`src/rtl/aes_host_pkg.sv`:
```
// Shared types and defaults for the AES capture host sequencer.
package aes_host_pkg;

  localparam int unsigned BLK_W           = 128;
  localparam int unsigned AES_TIMEOUT_DEF = 1023;
  localparam int unsigned TRIG_MIN_DEF    = 16;
  localparam int unsigned BUSY_WAIT_DEF   = 63;

  typedef enum logic [2:0] {
    WAIT_KEY = 3'd0,
    WAIT_PT  = 3'd1,
    START    = 3'd2,
    RUN      = 3'd3,
    SEND     = 3'd4,
    WAIT_HI  = 3'd5,
    WAIT_LO  = 3'd6
  } state_e;

endpackage

```
`src/rtl/trig_stretch.sv`:
```
// Scope trigger: set rises it, clear drops it once it has been high TRIG_MIN cycles.
module trig_stretch #(
  parameter int unsigned TRIG_MIN = 16
) (
  input  logic clk,
  input  logic rst,
  input  logic set_i,
  input  logic clr_i,
  output logic trigger_o
);

  localparam int unsigned CW = $clog2(TRIG_MIN + 1);

  logic          trig_q, trig_d;
  logic          pend_q, pend_d;
  logic [CW-1:0] hold_q, hold_d;

  // hold_q counts high cycles including the current one; an early clear is remembered in pend_q
  always_comb begin
    trig_d = trig_q;
    pend_d = pend_q;
    hold_d = hold_q;
    if (set_i) begin
      trig_d = 1'b1;
      pend_d = 1'b0;
      hold_d = CW'(1);
    end else if (trig_q) begin
      if (hold_q != CW'(TRIG_MIN)) hold_d = hold_q + CW'(1);
      if ((clr_i || pend_q) && (hold_q >= CW'(TRIG_MIN))) begin
        trig_d = 1'b0;
        pend_d = 1'b0;
      end else if (clr_i) begin
        pend_d = 1'b1;
      end
    end
  end

  always_ff @(posedge clk) begin
    if (rst) begin
      trig_q <= 1'b0;
      pend_q <= 1'b0;
      hold_q <= '0;
    end else begin
      trig_q <= trig_d;
      pend_q <= pend_d;
      hold_q <= hold_d;
    end
  end

  assign trigger_o = trig_q;

endmodule

```
`src/rtl/aes_host_ctrl.sv`:
```
// Sequencer between the hex-ASCII UART and the AES-128 core: key load, encrypt, return ciphertext.
module aes_host_ctrl
  import aes_host_pkg::*;
#(
  parameter int unsigned AES_TIMEOUT = AES_TIMEOUT_DEF,
  parameter int unsigned TRIG_MIN    = TRIG_MIN_DEF,
  parameter int unsigned BUSY_WAIT   = BUSY_WAIT_DEF
) (
  input  logic             clk,
  input  logic             rst,
  input  logic             rekey,
  input  logic             rx_ack,
  input  logic [BLK_W-1:0] rx_data,
  input  logic             tx_busy,
  output logic             tx_cmd,
  output logic [BLK_W-1:0] tx_data,
  output logic [BLK_W-1:0] aes_key,
  output logic [BLK_W-1:0] aes_pt,
  output logic             aes_start,
  input  logic             aes_done,
  input  logic [BLK_W-1:0] aes_ct,
  output logic             trigger,
  output logic             key_valid,
  output logic             err_timeout,
  output logic             overrun,
  output logic [2:0]       state_dbg
);

  localparam int unsigned AW = $clog2(AES_TIMEOUT + 1);
  localparam int unsigned BW = $clog2(BUSY_WAIT + 1);

  state_e           state_q, state_d;
  logic [BLK_W-1:0] key_q, key_d, pt_q, pt_d, txd_q, txd_d;
  logic             kv_q, kv_d, err_q, err_d, ovr_q, ovr_d;
  logic             start_q, start_d, txcmd_q, txcmd_d;
  logic [AW-1:0]    acnt_q, acnt_d;
  logic [BW-1:0]    bcnt_q, bcnt_d;
  logic             trig_set, trig_clr;

  always_comb begin
    state_d  = state_q;
    key_d    = key_q;
    pt_d     = pt_q;
    txd_d    = txd_q;
    kv_d     = kv_q;
    err_d    = err_q;
    ovr_d    = ovr_q;
    start_d  = 1'b0;
    txcmd_d  = 1'b0;
    acnt_d   = acnt_q;
    bcnt_d   = bcnt_q;
    trig_set = 1'b0;
    trig_clr = 1'b0;
    unique case (state_q)
      WAIT_KEY: if (rx_ack) begin
        key_d   = rx_data;
        kv_d    = 1'b1;
        state_d = WAIT_PT;
      end
      WAIT_PT: if (rekey) begin
        kv_d    = 1'b0;
        state_d = WAIT_KEY;
      end else if (rx_ack) begin
        // start pulse and trigger are registered on entry so both are high during START
        pt_d     = rx_data;
        start_d  = 1'b1;
        trig_set = 1'b1;
        state_d  = START;
      end
      START: begin
        acnt_d  = AW'(1);
        state_d = RUN;
      end
      RUN: if (aes_done) begin
        txd_d    = aes_ct;
        trig_clr = 1'b1;
        state_d  = SEND;
      end else if (acnt_q == AW'(AES_TIMEOUT - 1)) begin
        err_d    = 1'b1;
        txd_d    = '0;
        trig_clr = 1'b1;
        state_d  = WAIT_PT;
      end else if (acnt_q != AW'(AES_TIMEOUT)) begin
        acnt_d = acnt_q + AW'(1);
      end
      SEND: if (!tx_busy) begin
        txcmd_d = 1'b1;
        bcnt_d  = '0;
        state_d = WAIT_HI;
      end
      WAIT_HI: if (tx_busy) begin
        state_d = WAIT_LO;
      end else if (bcnt_q >= BW'(BUSY_WAIT - 1)) begin
        state_d = SEND;
      end else begin
        bcnt_d = bcnt_q + BW'(1);
      end
      WAIT_LO: if (!tx_busy) state_d = WAIT_PT;
      default: state_d = WAIT_KEY;
    endcase
    if (rx_ack && !(state_q inside {WAIT_KEY, WAIT_PT})) ovr_d = 1'b1;
  end

  always_ff @(posedge clk) begin
    if (rst) begin
      state_q <= WAIT_KEY;
      key_q   <= '0;
      pt_q    <= '0;
      txd_q   <= '0;
      kv_q    <= 1'b0;
      err_q   <= 1'b0;
      ovr_q   <= 1'b0;
      start_q <= 1'b0;
      txcmd_q <= 1'b0;
      acnt_q  <= '0;
      bcnt_q  <= '0;
    end else begin
      state_q <= state_d;
      key_q   <= key_d;
      pt_q    <= pt_d;
      txd_q   <= txd_d;
      kv_q    <= kv_d;
      err_q   <= err_d;
      ovr_q   <= ovr_d;
      start_q <= start_d;
      txcmd_q <= txcmd_d;
      acnt_q  <= acnt_d;
      bcnt_q  <= bcnt_d;
    end
  end

  trig_stretch #(
    .TRIG_MIN(TRIG_MIN)
  ) u_trig (
    .clk       (clk),
    .rst       (rst),
    .set_i     (trig_set),
    .clr_i     (trig_clr),
    .trigger_o (trigger)
  );

  assign tx_cmd      = txcmd_q;
  assign tx_data     = txd_q;
  assign aes_key     = key_q;
  assign aes_pt      = pt_q;
  assign aes_start   = start_q;
  assign key_valid   = kv_q;
  assign err_timeout = err_q;
  assign overrun     = ovr_q;
  assign state_dbg   = state_q;

endmodule
```
`config.mk`:
```
export PLATFORM = sky130hd
export DESIGN_NAME = aes_host_ctrl
export DESIGN_NICKNAME = d
export VERILOG_FILES = /design/src/rtl/aes_host_pkg.sv /design/src/rtl/trig_stretch.sv /design/src/rtl/aes_host_ctrl.sv
export SDC_FILE = /design/constraint.sdc
export NUM_CORES = 1
export LEC_CHECK = 0
export CAP_MARGIN = 10
export CORE_MARGIN = 10
export CORE_UTILIZATION = 25
export CTS_CLUSTER_SIZE = 24
export DETAILED_ROUTE_END_ITERATION = 8
export PLACE_DENSITY_LB_ADDON = 0.15
export SLEW_MARGIN = 20
export SYNTH_ARGS = -nofsm -noshare
export SYNTH_HDL_FRONTEND = slang
export SYNTH_HIERARCHICAL = 1
export SYNTH_SLANG_ARGS = --single-unit
```
`constraint.sdc`:
```
create_clock -name clk -period 3.23 [get_ports clk]
set_input_delay 0.646 -clock clk [delete_from_list [all_inputs] [get_ports clk]]
set_output_delay 0.646 -clock clk [all_outputs]
set_load 0.005 [all_outputs]
```
==> flow_summary.toml <==
[run_status]
outcome = "finished clean"

[layout]
area_growth_pct = 61.1
fill_cells = 5621
drive_above_1_share_pct = 5.39
nets = 2476
stdcell_count = 3005

[critical_path]
max_stage_delay_ns = 0.69
cpMaxStageDelayCell = "clkdlybuf4s50_1"
cp-start-kind = "flop"
r2r_slack_ns = 0.95
critPathTopFamily = "buffers and inverters"
cp.depth = 1
path_class = "reg2out"
arrival_ns = 1.93
timing.rr.start = "state_dbg[1]$_SDFFE_PP0P_"
crit_chain = "clkdlybuf4s50_1"
cp_max_fo = 13
critPathBufInv = 1
r2r_end = "tx_data[52]$_SDFFE_PP0P_"
end_kind = "primary output"
worstRegToRegCells = 5
crit_required_ns = 2.58

[clock_tree]
clockBufferDepth = 3
clkTransAtPathRegs_ns = 0.06
post_cts_buffers = 0
cts_buffers = 48
cts-root-buf = "clkbuf_16"
cts_resized = 0
cts_htree_levels = 2
clock_latency_ns = 0.58
cts_tree = "built"
cts_hold_buf = 0
cts_num_sinks = 415

[logic_synthesis]
synth.net_count = 1861
synthFlopType = "dfxtp_1"
ys_seq_elements = 415
synth_area_um2 = 14400
synth_top_area_share_pct = 57.8
syn_avg_cell_area_um2 = 9.02
ys_top_cells_by_area = "dfxtp_1, nand2_1, a21oi_1"
yosysTopAreaCell = "dfxtp_1"
synthCells = 1593
yosys-top-cells-count = "nand2_1, dfxtp_1, a21oi_1"
yosysMostFrequentCell = "nand2_1"
yosysWarnings = 6
ys_seq_area_share_pct = 57.8
synth-edff-count = 0
synth-async-reset-ratio_pct = 0
synthDistinctLibCells = 62

[route]
vias = 13800
vias_per_cell = 4.58
first_iter_violations = 779
wire_per_inst_um = 21.9
wl_um = 65900
drt.antenna.violating_nets = 0
drc = 0
drt_pre_antenna_iters = 7

[power]
powerDensity_nw_per_um2 = 557
leakagePower_nw = 8.20
total_power_w = 0.0129
peakVddDrop_mv = 0.356

[sta]
fin_crit_ns = 2.57
hold_violations = 0
fin_tns_setup_ns = 0
fin_skew_ns = 0.0218
final-setup-viol-count = 0
max_freq_ghz = 0.389
rsz0062_at_grt = "no"
fin_crit_sh_pct = 79.7
slew_headroom_pct = 7.48
worstMarginPinSlew_ns = 1.39
slew_violations = 0

[hold_path]
hold_path.class = "reg2reg"
min_to = "aes_pt[30]$_SDFFE_PP0P_"
min_from = "aes_pt[30]$_SDFFE_PP0P_"
hold_depth = 2

[die]
io_pins = 655
start_util_pct = 25.4
die_area_um2 = 67400
dieHeight_um = 260
coreArea_um2 = 56600
row_count = 87
die_w_um = 260

[global_route]
grt_pass1_vias = 13600
grtUsageTotal_pct = 18.3
antenna_found_initial = 15
grt_pass1_wl_um = 93100
grt_max_degree = 213
grt_overflow = 0

[placed_design]
port_buffers = 654
dpl.cell_count = 2914
gp_congestion = 0.821
dp_hpwl_um = 49200

[run]
max_cap_violations = 0
cell usage in the layout (no fill, tap or decap), types with 3 or more instances in the layout:
| master | n |
|---|---|
| a21oi_1 | 271 |
| a22o_1 | 127 |
| a311oi_1 | 3 |
| a31oi_1 | 4 |
| buf_12 | 13 |
| buf_4 | 19 |
| clkbuf_1 | 17 |
| clkbuf_16 | 50 |
| clkbuf_8 | 8 |
| clkdlybuf4s50_1 | 653 |
| clkinv_2 | 8 |
| dfxtp_1 | 415 |
| diode_2 | 5 |
| ha_1 | 6 |
| inv_1 | 15 |
| nand2_1 | 523 |
| nand2b_1 | 3 |
| nand4_1 | 5 |
| nor2_1 | 18 |
| nor3_1 | 3 |
| o21ai_0 | 7 |
| o31ai_1 | 5 |
| or3_1 | 3 |
| or4_1 | 6 |
| xnor2_1 | 5 |
cells by family after synthesis:
kind of cell	after synthesis	synth area share, %
AND/OR/NAND/NOR	587	16.5
AO/OA/AOI/OAI	437	19.3
flip-flops	415	57.8
buffers and inverters	138	5.15
XOR/XNOR	7	0.427
adder cells (fa/ha/maj)	6	0.523
multiplexers	3	0.226
per-layer routing:
layer  track usage (%)  vias up  routed length [um]
met5                 0        -                 103
met1              19.4     6526               24700
met3              9.79       98                8030
met2              30.6      473               31300
li1                  -     6635                   -
met4              5.90       18                1770
area by class of cell:
| cell class | count | area [um2] | share of cell area [%] |
|---|---|---|---|
| sequential | 415 | 8310 | 35.9 |
| timing repair buffer | 686 | 6950 | 30.0 |
| clock inverter | 12 | 101 | 0.438 |
| multi-input combinational | 1040 | 5350 | 23.1 |
| tap | 756 | 946 | 4.09 |
| inverter | 17 | 66.3 | 0.287 |
| clock buffer | 74 | 1410 | 6.10 |
| antenna | 5 | 12.5 | 0.0541 |
stage by stage:
step | area [um2] | hold slack (ns) | util, % | worst slack (ns)
2_1_floorplan | 14400 | 0.444 | - | 1.45
3_3_place_gp | 21600 | 0.441 | 38.2 | 0.583
3_5_place_dp | 21600 | 0.446 | 38.2 | 0.573
4_1_cts | 23100 | 0.454 | 40.9 | 0.600
5_1_grt | 23100 | 0.465 | 40.9 | 0.570
6_report | 23100 | 0.452 | 40.9 | 0.656
how the worst max path moves through the flow:
stage | end | slack (ns) | startpoint
finish | state_dbg[1] | 0.66 | state_dbg[1]$_SDFFE_PP0P_
floorplan | acnt_q[7]$_SDFFE_PP0P_ | 1.45 | acnt_q[0]$_SDFFE_PP0P_
CTS | state_dbg[1] | 0.60 | state_dbg[1]$_SDFFE_PP0P_
global route | state_dbg[1] | 0.57 | state_dbg[1]$_SDFFE_PP0P_
global placement | aes_pt[100]$_SDFFE_PP0P_ | 0.58 | rx_ack
detailed placement | aes_pt[54]$_SDFFE_PP0P_ | 0.57 | rx_ack
sequential cells by signal, indices dropped and copies added (netlist names):
name              flops
err_timeout           1
aes_start             1
tx_cmd                1
u_trig/hold_q         5
acnt_q               10
aes_key             128
tx_data             128
key_valid             1
u_trig/pend_q         1
bcnt_q                6
aes_pt              128
overrun               1
state_dbg             3
u_trig/trigger_o      1
tightest hold or removal path, stage by stage (launching register included):
cell and delay [ns]:
dfxtp_1 0.31, nand2_1 0.05, a21oi_1 0.05
where the power goes:
group          internal [W]  switching [W]  leakage, nW
Sequential          0.00541       0.000166         3.37
Combinational       0.00105       0.000986         4.10
Clock               0.00308        0.00220        0.739
Note: power is estimated with default switching activity, not from simulation.
